$ cat src/rtl/fft_seq_pkg.sv
// -----------------------------------------------------------------------------
// fft_seq_pkg
// Shared types and constants for the FFT frame sequencer.
//   N         : FFT frame length (power of two, >= 4)
//   LOG2N     : width of the in-frame sample counters
//   TAG_DEPTH : frames that may be in flight between FFT input and output
//   seq_state_e : input-side FSM states (IDLE, RUN)
//   src_idx_t   : source index carried through the tag FIFO
// -----------------------------------------------------------------------------
package fft_seq_pkg;

    localparam int N         = 64;
    localparam int LOG2N     = $clog2(N);
    localparam int TAG_DEPTH = 4;

    // Terminal count for the in-frame counters (sample N-1).
    localparam logic [LOG2N-1:0] CNT_LAST = LOG2N'(N - 1);

    typedef enum logic {
        IDLE = 1'b0,
        RUN  = 1'b1
    } seq_state_e;

    typedef logic src_idx_t;

    // Round-robin pick between the two sources. When both request, the one
    // not served last wins; otherwise the single requester is chosen.
    function automatic src_idx_t rr_pick(input logic v0, input logic v1,
                                         input src_idx_t last_served);
        src_idx_t pick;
        if (v0 && v1) begin
            pick = ~last_served;
        end else if (v1) begin
            pick = 1'b1;
        end else begin
            pick = 1'b0;
        end
        return pick;
    endfunction

endpackage

$ cat src/rtl/fft_frame_sequencer_tag_fifo.sv
// -----------------------------------------------------------------------------
// fft_tag_fifo
// Small synchronous FIFO holding the source index of each frame that has
// entered the FFT but not yet left it.
//   clk_i    : clock
//   rst_i    : asynchronous active-high reset
//   push_i   : write din_i (ignored when full; the arbiter never pushes on full)
//   pop_i    : drop the head entry (ignored when empty)
//   din_i    : source index to store
//   dout_o   : head entry (valid when empty_o = 0)
//   full_o   : DEPTH entries stored
//   empty_o  : no entries stored
// -----------------------------------------------------------------------------
module fft_tag_fifo
    import fft_seq_pkg::*;
#(
    parameter int DEPTH = TAG_DEPTH
) (
    input  logic     clk_i,
    input  logic     rst_i,
    input  logic     push_i,
    input  logic     pop_i,
    input  src_idx_t din_i,
    output src_idx_t dout_o,
    output logic     full_o,
    output logic     empty_o
);

    localparam int AW = $clog2(DEPTH);

    logic [DEPTH-1:0] mem_q;
    logic [AW-1:0]    wr_ptr_q, wr_ptr_d;
    logic [AW-1:0]    rd_ptr_q, rd_ptr_d;
    logic [AW:0]      count_q, count_d;

    logic do_push;
    logic do_pop;

    assign full_o  = (count_q == (AW + 1)'(DEPTH));
    assign empty_o = (count_q == '0);
    assign dout_o  = mem_q[rd_ptr_q];

    assign do_push = push_i & ~full_o;
    assign do_pop  = pop_i & ~empty_o;

    // Pointers wrap naturally because DEPTH is a power of two.
    always_comb begin
        wr_ptr_d = wr_ptr_q;
        rd_ptr_d = rd_ptr_q;
        count_d  = count_q;
        if (do_push) begin
            wr_ptr_d = wr_ptr_q + AW'(1);
        end
        if (do_pop) begin
            rd_ptr_d = rd_ptr_q + AW'(1);
        end
        // Simultaneous push and pop leaves the occupancy unchanged.
        case ({do_push, do_pop})
            2'b10:   count_d = count_q + (AW + 1)'(1);
            2'b01:   count_d = count_q - (AW + 1)'(1);
            default: count_d = count_q;
        endcase
    end

    always_ff @(posedge clk_i or posedge rst_i) begin
        if (rst_i) begin
            mem_q    <= '0;
            wr_ptr_q <= '0;
            rd_ptr_q <= '0;
            count_q  <= '0;
        end else begin
            if (do_push) begin
                mem_q[wr_ptr_q] <= din_i;
            end
            wr_ptr_q <= wr_ptr_d;
            rd_ptr_q <= rd_ptr_d;
            count_q  <= count_d;
        end
    end

endmodule

$ cat src/rtl/fft_frame_sequencer.sv
// -----------------------------------------------------------------------------
// fft_frame_sequencer
// Frame-level scheduler in front of a non-stalling N-point FFT pipeline.
// Two sample sources are arbitrated (round-robin) into whole, non-interleaved
// N-sample frames. Each granted frame's source index is queued in a tag FIFO
// and re-attached, with first/last markers, to the FFT output stream.
//
// Ports
//   clk_i, rst_i                  : clock, asynchronous active-high reset
//   s0_*/s1_*                     : source valid/ready handshakes and samples
//   fft_idata_en_o, fft_idata_*_o : registered sample stream to the FFT input
//   fft_odata_en_i, fft_odata_*_i : FFT output stream
//   m_valid_o, m_data_*_o         : registered output samples (no backpressure)
//   m_src_o                       : source index of the current output frame
//   m_first_o, m_last_o           : sample 0 / sample N-1 of the output frame
//   busy_o                        : frame being granted or frames in flight
//   err_orphan_o                  : sticky, FFT output seen with no tag queued
// -----------------------------------------------------------------------------
module fft_frame_sequencer
    import fft_seq_pkg::*;
#(
    parameter int WIDTH = 16
) (
    input  logic             clk_i,
    input  logic             rst_i,
    // source 0
    input  logic             s0_valid_i,
    output logic             s0_ready_o,
    input  logic [WIDTH-1:0] s0_data_r_i,
    input  logic [WIDTH-1:0] s0_data_i_i,
    // source 1
    input  logic             s1_valid_i,
    output logic             s1_ready_o,
    input  logic [WIDTH-1:0] s1_data_r_i,
    input  logic [WIDTH-1:0] s1_data_i_i,
    // FFT input side
    output logic             fft_idata_en_o,
    output logic [WIDTH-1:0] fft_idata_r_o,
    output logic [WIDTH-1:0] fft_idata_i_o,
    // FFT output side
    input  logic             fft_odata_en_i,
    input  logic [WIDTH-1:0] fft_odata_r_i,
    input  logic [WIDTH-1:0] fft_odata_i_i,
    // tagged output stream
    output logic             m_valid_o,
    output logic [WIDTH-1:0] m_data_r_o,
    output logic [WIDTH-1:0] m_data_i_o,
    output logic             m_src_o,
    output logic             m_first_o,
    output logic             m_last_o,
    // status
    output logic             busy_o,
    output logic             err_orphan_o
);

    // ------------------------------------------------------------------
    // Input-side state
    // ------------------------------------------------------------------
    seq_state_e       state_q, state_d;
    src_idx_t         gnt_q, gnt_d;
    src_idx_t         last_q, last_d;
    logic [LOG2N-1:0] in_cnt_q, in_cnt_d;

    logic [1:0]       src_valid;
    logic [1:0]       src_ready;
    src_idx_t         pick;
    logic             grant_take;
    logic             accept;
    logic             frame_done;

    // FFT input register
    logic             idata_en_q;
    logic [WIDTH-1:0] idata_r_q, idata_r_d;
    logic [WIDTH-1:0] idata_i_q, idata_i_d;

    // ------------------------------------------------------------------
    // Output-side state
    // ------------------------------------------------------------------
    logic [LOG2N-1:0] out_cnt_q, out_cnt_d;
    logic             m_valid_q;
    logic [WIDTH-1:0] m_data_r_q, m_data_r_d;
    logic [WIDTH-1:0] m_data_i_q, m_data_i_d;
    logic             m_src_q, m_src_d;
    logic             m_first_q, m_first_d;
    logic             m_last_q, m_last_d;
    logic             err_orphan_q, err_orphan_d;

    // Tag FIFO
    logic             tag_push;
    logic             tag_pop;
    src_idx_t         tag_head;
    logic             tag_full;
    logic             tag_empty;
    logic             out_at_last;

    assign src_valid = {s1_valid_i, s0_valid_i};
    assign pick      = rr_pick(s0_valid_i, s1_valid_i, last_q);

    // ------------------------------------------------------------------
    // FSM process 1: state register
    // ------------------------------------------------------------------
    always_ff @(posedge clk_i or posedge rst_i) begin
        if (rst_i) begin
            state_q <= IDLE;
        end else begin
            state_q <= state_d;
        end
    end

    // ------------------------------------------------------------------
    // FSM process 2: next-state logic
    // ------------------------------------------------------------------
    always_comb begin
        state_d = state_q;
        case (state_q)
            IDLE: begin
                // A frame may only start if its tag has somewhere to go.
                if ((|src_valid) && !tag_full) begin
                    state_d = RUN;
                end
            end
            RUN: begin
                if (frame_done) begin
                    state_d = IDLE;
                end
            end
            default: state_d = IDLE;
        endcase
    end

    // ------------------------------------------------------------------
    // FSM process 3: outputs / control strobes
    // ------------------------------------------------------------------
    always_comb begin
        src_ready  = '0;
        grant_take = 1'b0;
        accept     = 1'b0;
        case (state_q)
            IDLE: begin
                // No ready in IDLE; the grant itself takes one cycle.
                grant_take = (|src_valid) & ~tag_full;
            end
            RUN: begin
                // Only the granted source is ever ready, so frames never
                // interleave on the FFT input.
                src_ready[gnt_q] = 1'b1;
                accept           = src_valid[gnt_q];
            end
            default: begin
                grant_take = 1'b0;
            end
        endcase
    end

    assign frame_done = accept && (in_cnt_q == CNT_LAST);
    assign s0_ready_o = src_ready[0];
    assign s1_ready_o = src_ready[1];

    // ------------------------------------------------------------------
    // Grant, frame counter, round-robin pointer, input register
    // ------------------------------------------------------------------
    always_comb begin
        gnt_d     = gnt_q;
        last_d    = last_q;
        in_cnt_d  = in_cnt_q;
        idata_r_d = idata_r_q;
        idata_i_d = idata_i_q;
        if (grant_take) begin
            gnt_d    = pick;
            in_cnt_d = '0;
        end else if (accept) begin
            // Wraps to 0 after sample N-1.
            in_cnt_d = in_cnt_q + LOG2N'(1);
        end
        if (frame_done) begin
            last_d = gnt_q;
        end
        if (accept) begin
            idata_r_d = gnt_q ? s1_data_r_i : s0_data_r_i;
            idata_i_d = gnt_q ? s1_data_i_i : s0_data_i_i;
        end
    end

    always_ff @(posedge clk_i or posedge rst_i) begin
        if (rst_i) begin
            gnt_q      <= 1'b0;
            // "Last served = 1" makes source 0 win the first tie.
            last_q     <= 1'b1;
            in_cnt_q   <= '0;
            idata_en_q <= 1'b0;
            idata_r_q  <= '0;
            idata_i_q  <= '0;
        end else begin
            gnt_q      <= gnt_d;
            last_q     <= last_d;
            in_cnt_q   <= in_cnt_d;
            idata_en_q <= accept;
            idata_r_q  <= idata_r_d;
            idata_i_q  <= idata_i_d;
        end
    end

    assign fft_idata_en_o = idata_en_q;
    assign fft_idata_r_o  = idata_r_q;
    assign fft_idata_i_o  = idata_i_q;

    // ------------------------------------------------------------------
    // Tag FIFO: push on grant, pop on the last output sample of a frame
    // ------------------------------------------------------------------
    assign out_at_last = (out_cnt_q == CNT_LAST);
    assign tag_push    = grant_take;
    assign tag_pop     = fft_odata_en_i & out_at_last;

    fft_tag_fifo #(
        .DEPTH (TAG_DEPTH)
    ) u_tag_fifo (
        .clk_i   (clk_i),
        .rst_i   (rst_i),
        .push_i  (tag_push),
        .pop_i   (tag_pop),
        .din_i   (pick),
        .dout_o  (tag_head),
        .full_o  (tag_full),
        .empty_o (tag_empty)
    );

    // ------------------------------------------------------------------
    // Output path: one register stage with tag and markers attached
    // ------------------------------------------------------------------
    always_comb begin
        out_cnt_d    = out_cnt_q;
        m_data_r_d   = m_data_r_q;
        m_data_i_d   = m_data_i_q;
        // Markers and source are qualified by the strobe so they read 0
        // between samples.
        m_src_d      = fft_odata_en_i & ~tag_empty & tag_head;
        m_first_d    = fft_odata_en_i & (out_cnt_q == '0);
        m_last_d     = fft_odata_en_i & out_at_last;
        err_orphan_d = err_orphan_q;
        if (fft_odata_en_i) begin
            out_cnt_d  = out_cnt_q + LOG2N'(1);
            m_data_r_d = fft_odata_r_i;
            m_data_i_d = fft_odata_i_i;
            // Data is still forwarded; the flag records that it had no owner.
            if (tag_empty) begin
                err_orphan_d = 1'b1;
            end
        end
    end

    always_ff @(posedge clk_i or posedge rst_i) begin
        if (rst_i) begin
            out_cnt_q    <= '0;
            m_valid_q    <= 1'b0;
            m_data_r_q   <= '0;
            m_data_i_q   <= '0;
            m_src_q      <= 1'b0;
            m_first_q    <= 1'b0;
            m_last_q     <= 1'b0;
            err_orphan_q <= 1'b0;
        end else begin
            out_cnt_q    <= out_cnt_d;
            m_valid_q    <= fft_odata_en_i;
            m_data_r_q   <= m_data_r_d;
            m_data_i_q   <= m_data_i_d;
            m_src_q      <= m_src_d;
            m_first_q    <= m_first_d;
            m_last_q     <= m_last_d;
            err_orphan_q <= err_orphan_d;
        end
    end

    assign m_valid_o    = m_valid_q;
    assign m_data_r_o   = m_data_r_q;
    assign m_data_i_o   = m_data_i_q;
    assign m_src_o      = m_src_q;
    assign m_first_o    = m_first_q;
    assign m_last_o     = m_last_q;
    assign err_orphan_o = err_orphan_q;
    assign busy_o       = (state_q == RUN) | ~tag_empty;

endmodule
$ cat config.mk
export PLATFORM = sky130hd
export DESIGN_NAME = fft_frame_sequencer
export DESIGN_NICKNAME = d
export VERILOG_FILES = /design/src/rtl/fft_seq_pkg.sv /design/src/rtl/fft_frame_sequencer_tag_fifo.sv /design/src/rtl/fft_frame_sequencer.sv
export SDC_FILE = /design/constraint.sdc
export NUM_CORES = 1
export LEC_CHECK = 0
export BUFFER_PORTS_ARGS = -buffer_cell sky130_fd_sc_hd__buf_4
export CAP_MARGIN = 5
export CELL_PAD_IN_SITES_DETAIL_PLACEMENT = 1
export CELL_PAD_IN_SITES_GLOBAL_PLACEMENT = 1
export CORE_MARGIN = 2
export CORE_UTILIZATION = 34
export CTS_BUF_LIST = sky130_fd_sc_hd__clkbuf_4
export DETAILED_ROUTE_END_ITERATION = 8
export GPL_ROUTABILITY_DRIVEN = 0
export PLACE_DENSITY = 0.89
export SKIP_LAST_GASP = 1
export SLEW_MARGIN = 0
export SYNTH_ARGS = -nofsm -noshare
export SYNTH_HDL_FRONTEND = slang
export SYNTH_SLANG_ARGS = --single-unit
$ cat constraint.sdc
create_clock -name clk_i -period 3.5 [get_ports clk_i]
set_clock_uncertainty 0.2 [all_clocks]
set_input_delay 1.05 -clock clk_i [delete_from_list [all_inputs] [get_ports clk_i]]
set_output_delay 1.05 -clock clk_i [all_outputs]
set_load 0.01 [all_outputs]
# Word level (Yosys, flattened, before mapping)
# Index checks and enable logic that the tools add are counted.
[word_totals]
register_bits = 96
in_bits = 101
out_inout_bits = 73
elab_cells = 81
[op_classes]
n_mux = 22
n_eq_ne = 5
bitwise = 12
n_addsub = 6
order_cmp = 5
reduce_logical = 12
[op_table]
columns = ["cell", "n"]
rows = [
  ["two-way mux 16 bit", 2],
  ["adder 6 x 1 -> 6 bit, second input constant", 2],
  ["== test 6 bit, second input constant", 2],
  ["two-way mux 6 bit", 2],
  ["two-way mux 1 bit", 11],
  ["bitwise AND 1 bit", 7],
  ["logical NOT 6 bit", 1],
  ["< comparator 2 x 3 -> 1 bit, second input constant", 2],
  ["case mux 3 bit (2 select lines)", 1],
  ["logical AND 1 bit", 5],
  ["adder 2 x 1 -> 2 bit, second input constant", 2],
  ["bitwise mux 4 bit", 1],
  ["inverter 1 bit", 4],
  ["nonzero test 2 bit", 2],
  ["adder 3 x 1 -> 3 bit, second input constant", 1],
  ["== test 3 bit, second input constant", 1],
  ["logical NOT 3 bit", 1],
  ["subtractor 3 x 1 -> 3 bit, second input constant", 1],
  ["binary-select mux 1 bit (select 2 bit)", 1],
  ["demux 1 bit (select 2 bit)", 1],
  ["== test 2 x 1 -> 1 bit, second input constant", 1],
  ["== test 2 bit, second input constant", 1],
  [">= comparator 2 x 1 -> 1 bit, second input constant", 1],
  ["< comparator 1 x 2 -> 1 bit, second input constant", 1],
  ["8 further kinds", 8],
]

# Longest topological paths before layout
[depth]
ltp_word = 7
mapped_depth = 9
ltp_nobuf = 9

# Hierarchy
# A second synthesis with hierarchy kept.
[hier_totals]
hier_cells = 349
hier_area_um2 = 4229.1
[by_module_without_submodules]
columns = ["mod", "instances", "area_each_um2", "cells_per_inst"]
rows = [
  ["fft_frame_sequencer", 1, 3619.7, 294],
  ["fft_tag_fifo", 1, 609.3, 55],
]

# Worst setup path before layout
# Ideal clock, no wire load.
[synth_path]
path_kind = "input-to-reg"
from = "input fft_odata_en_i"
to = "register u_tag_fifo.count_q[2]"
t_arrival_ns = 2.685
cell_stages = 9
setup_time_ns = 0.079
setup_slack_ns = 0.536
path_cell_list = "clkbuf_1 -> nand4_1 -> nor3_1 -> ha_1 -> inv_1 -> fa_1 -> xor2_1 -> nor2_1 -> xor2_1"
[synth_via]
elab_chain_cells = 4
[synth_rtl]
columns = ["element", "line_no", "text"]
rows = [
  ["start, declared", "fft_frame_sequencer.sv:41", "input logic fft_odata_en_i,"],
  ["bitwise AND 1 bit (*)", "fft_frame_sequencer.sv:212", "assign tag_pop = fft_odata_en_i & out_at_last;"],
  ["bitwise AND 1 bit (*)", "fft_frame_sequencer_tag_fifo.sv:44", "assign do_pop = pop_i & ~empty_o;"],
  ["via u_tag_fifo.do_pop", "fft_frame_sequencer_tag_fifo.sv:37", "logic do_pop;"],
  ["== test 2 x 1 -> 1 bit or == test 2 bit (tied branches)", "fft_frame_sequencer_tag_fifo.sv:58", "case ({do_push, do_pop})"],
  ["case mux 3 bit (2 select lines) or nonzero test 2 bit (tied branches)", "--", ""],
  ["end signal, assigned", "fft_frame_sequencer_tag_fifo.sv:77", "count_q <= count_d;"],
  ["end, declared", "fft_frame_sequencer_tag_fifo.sv:34", "logic [AW:0] count_q, count_d;"],
]
# The timed path passes the listed nets; every way through them passes the cells marked *.
# A chain may end at the register's enable or synchronous reset.

# Worst setup path in the final report
[layout_path]
from = "register state_q"
to = "output busy_o"
[layout_via]
elab_chain_cells = 1
[layout_rtl]
columns = ["element", "line_no", "text"]
rows = [
  ["start, declared", "fft_frame_sequencer.sv:59", "seq_state_e state_q, state_d;"],
  ["start signal, assigned", "fft_frame_sequencer.sv:106", "state_q <= state_d;"],
  ["bitwise OR 1 bit", "fft_frame_sequencer.sv:280", "assign busy_o = (state_q == RUN) | ~tag_empty;"],
  ["end, declared", "fft_frame_sequencer.sv:52", "output logic busy_o,"],
]
# Every way passes these cells.

==> impl_summary.log <==
INFO  metric run_status = finished, final reports clean
INFO  metric dr_wl_met3 = 811 um
INFO  metric mappedNetlistNets = 452
INFO  metric min_period_over_period = 85.01%
INFO  metric maximum_vdd_drop = 308.3 uV
INFO  metric postCtsResizedCells = 0
INFO  metric critPathMostFrequentCell = buf_4
INFO  metric hold_viol = 0
INFO  metric hold_ws = 0.3007 ns
INFO  metric syn-cell-area = 4219 um2
INFO  metric worst_ep_arrival_time = 1.73 ns
INFO  metric port_buffers = 173
INFO  metric power_per_cell_area = 640.5 nW/um2
INFO  metric synth_area_per_inst = 12.34 um2
INFO  metric synth.yosys.seq_area_share = 56.97%
INFO  metric r2r_cells = 9
INFO  metric detailroute.wirelength.met2 = 5299 um
INFO  metric setup-tns-final = 0 ns
INFO  metric drv.max_cap_violation_count = 0
INFO  metric num_io_pins = 174
INFO  metric detail_route.wirelength.met1 = 4402 um
INFO  metric async_flop_share = 100.0%
INFO  metric globalRouteOverflowTotal = 0
INFO  metric yosys_register_bits = 96
INFO  metric worst_path_dominant_cell_family = buffers and inverters
INFO  metric cts_tree = done
INFO  metric final_wirelength = 10670 um
INFO  metric worstSetupPathDepth = 5
INFO  metric yosys_most_used_dff = dfrtp_1
INFO  metric cts_root_buf = clkbuf_4
INFO  metric max_root_sink_buffers = 2
INFO  metric placeableCoreArea = 12060 um2
INFO  metric critical_path_buf_inv_count = 4
INFO  metric detail_route.drc_violations = 0
INFO  metric placement_rows = 40
INFO  metric drt_pre_antenna_iters = 4
INFO  metric finalWorstPathRequiredPeriod = 2.975 ns
INFO  metric dp.final_hpwl = 8128 um
INFO  metric grt_max_degree = 43
INFO  metric layout.filler_cells = 1315
INFO  metric grt_pass1_wl = 17130 um
INFO  metric die_outline_width = 115.4 um
INFO  metric grt_setup_unrepaired = no
INFO  metric gr-usage-all-layers = 16.47%
INFO  metric area_delta_synth_final = 38.64%
INFO  metric insertedDiodeCount = 0
INFO  metric nNetsFinal = 624
INFO  metric finalMaxSlewViolations = 0
INFO  metric antenna_left = 0
INFO  metric top_layer = met4
INFO  metric layout.cells.most_common = buf_4
INFO  metric antenna_found_initial = 0
INFO  metric count_of_vias_placed_by_the_detailed_router = 3274
INFO  metric chipHeight = 115.4 um
INFO  metric cts_hold_buf = 0
INFO  metric drtIter0Drc = 95
INFO  metric worstPathCellList = buf_4 > inv_1 > buf_4 > nand2_1 > buf_4
INFO  metric worst-setup-path-type = flip-flop to output pin
INFO  metric worst_path_largest_cell_delay = 0.39 ns
INFO  metric max_slew.worst_pin.slew = 0.7579 ns
INFO  metric mostFrequentLayoutCells = buf_4 (181), dfrtp_1 (94), o21ai_0 (69)
INFO  metric timing.slew.headroom = 49.37%
INFO  metric setup_viol_count_final = 0
INFO  metric synth_warnings = 0
INFO  metric cp_max_fo = 37
INFO  metric drive_gt1_share = 47.21%
INFO  metric hp-class = flip-flop to flip-flop
INFO  metric synth-edff-count = 0
INFO  metric report.power.total = 3.746 mW
INFO  metric cts_htree_levels = 3
INFO  metric floorplan.initialDensity = 34.98%
INFO  metric worstSetupEndpointType = output pin
INFO  metric post_synth_inst_count = 342
INFO  metric clock_sink_count = 96
INFO  metric min_delay_path_depth = 1
INFO  metric worst_setup_hold_path_clk_slew = 0.16 ns
INFO  metric max_clock_freq = 336.1 MHz
INFO  metric routed_via_count_divided_by_cell_count = 4.766
INFO  metric power_leakage = 2.758 nW
INFO  metric first_global_vias = 3492
INFO  metric cts_made_buffers = 9
INFO  metric postCtsSetupBuffers = 0
INFO  metric critical_path.slowest_cell = dfrtp_1
INFO  metric number_of_unique_standard_cell_types_used_by_synthesis = 36
INFO  metric wl_per_cell = 15.53 um
INFO  metric clock_insertion_delay_worst_skew = 0.46 ns
INFO  metric critical_path.startpoint_type = flip-flop
INFO  metric die_footprint = 13320 um2
INFO  metric required = 2.25 ns
-- cell type report --
class / count / area (um2) / share of cell area [%]
Sequential cell: 96 / 2405 / 41.11
Tap cell: 168 / 210.2 / 3.594
Inverter: 11 / 45.04 / 0.7701
Clock buffer: 9 / 67.56 / 1.155
Timing Repair Buffer: 182 / 1379 / 23.57
Multi-Input combinational cell: 214 / 1690 / 28.90
Clock inverter: 7 / 52.55 / 0.8984
-- state kept, by name (all words and copies together) (netlist names) --
register,flops
fft_idata_en_o,1
u_tag_fifo.count_q,3
fft_idata_r_o,16
m_valid_o,1
fft_idata_i_o,16
u_tag_fifo.rd_ptr_q,2
last_q,1
in_cnt_q,6
gnt_q,1
out_cnt_q,6
state_q,1
u_tag_fifo.mem_q,4
m_data_i_o,16
m_first_o,1
m_last_o,1
err_orphan_o,1
m_data_r_o,16
u_tag_fifo.wr_ptr_q,2
m_src_o,1
-- cell families (layout without fill, tap and decap cells) --
| group | after synthesis | count (layout) | share of synthesized area, % |
|---|---|---|---|
| adder cells (fa/ha/maj) | 9 | 9 | 2.847 |
| flip-flops | 96 | 96 | 56.97 |
| buffers and inverters | 32 | 209 | 3.173 |
| multiplexers | 75 | 75 | 19.34 |
| AO/OA/AOI/OAI | 80 | 80 | 9.816 |
| XOR/XNOR | 11 | 11 | 2.283 |
| AND/OR/NAND/NOR | 39 | 39 | 5.575 |
-- metrics by stage --
| step | worst slack (ns) | util [%] | std cells | cell area (um2) |
|---|---|---|---|---|
| 2_1_floorplan | 0.5356 | - | 342 | 4223 |
| 3_3_place_gp | 0.4166 | 47.50 | 671 | 5729 |
| 3_5_place_dp | 0.3214 | 47.50 | 671 | 5729 |
| 4_1_cts | 0.4618 | 48.50 | 687 | 5849 |
| 5_1_grt | 0.3720 | 48.50 | 687 | 5849 |
| 6_report | 0.5245 | 48.50 | 687 | 5849 |
-- routing by layer --
layer / global-route usage (%) / vias to the layer above
li1: - / 1561
met4: 6.506 / 0
met1: 19.38 / 1579
met2: 28.65 / 123
met5: 0 / -
met3: 4.323 / 11
-- path summary, 6_finish.rpt --
kind,from,end,slack (ns)
hold reg to reg,err_orphan_o,err_orphan_o,0.30
setup / recovery,state_q,busy_o,0.52
min in group asynchronous,rst_i,in_cnt_q[2],0.49
hold / removal,err_orphan_o,err_orphan_o,0.30
max in group asynchronous,rst_i,m_data_r_o[6],1.87
setup reg to reg,out_cnt_q[0],u_tag_fifo.count_q[2],0.92
-- cell usage after synthesis, drive strengths merged, types with 2 or more instances --
master / instances / area share, %
a21oi: 5 / 0.59
buf: 9 / 1.1
clkbuf: 12 / 1.1
dfrtp: 95 / 56
ha: 8 / 2.4
inv: 11 / 0.98
mux2: 39 / 10
mux2i: 35 / 8.4
nand2: 6 / 0.53
nand3: 5 / 0.59
nand4: 4 / 0.59
nor2: 6 / 0.53
nor3: 4 / 0.59
nor3b: 2 / 0.47
nor4b: 5 / 1.0
o21ai: 70 / 8.3
o31ai: 2 / 0.36
or3: 3 / 0.44
xnor2: 5 / 1.0
xor2: 6 / 1.2
-- report_power, final --
group | internal (mW) | switching, mW | total [mW]
Combinational | 0.769 | 0.718 | 1.49
Sequential | 1.46 | 0.252 | 1.71
Clock | 0.154 | 0.393 | 0.547
Total | 2.38 | 1.36 | 3.75
Power figures use the tool's default switching activity.
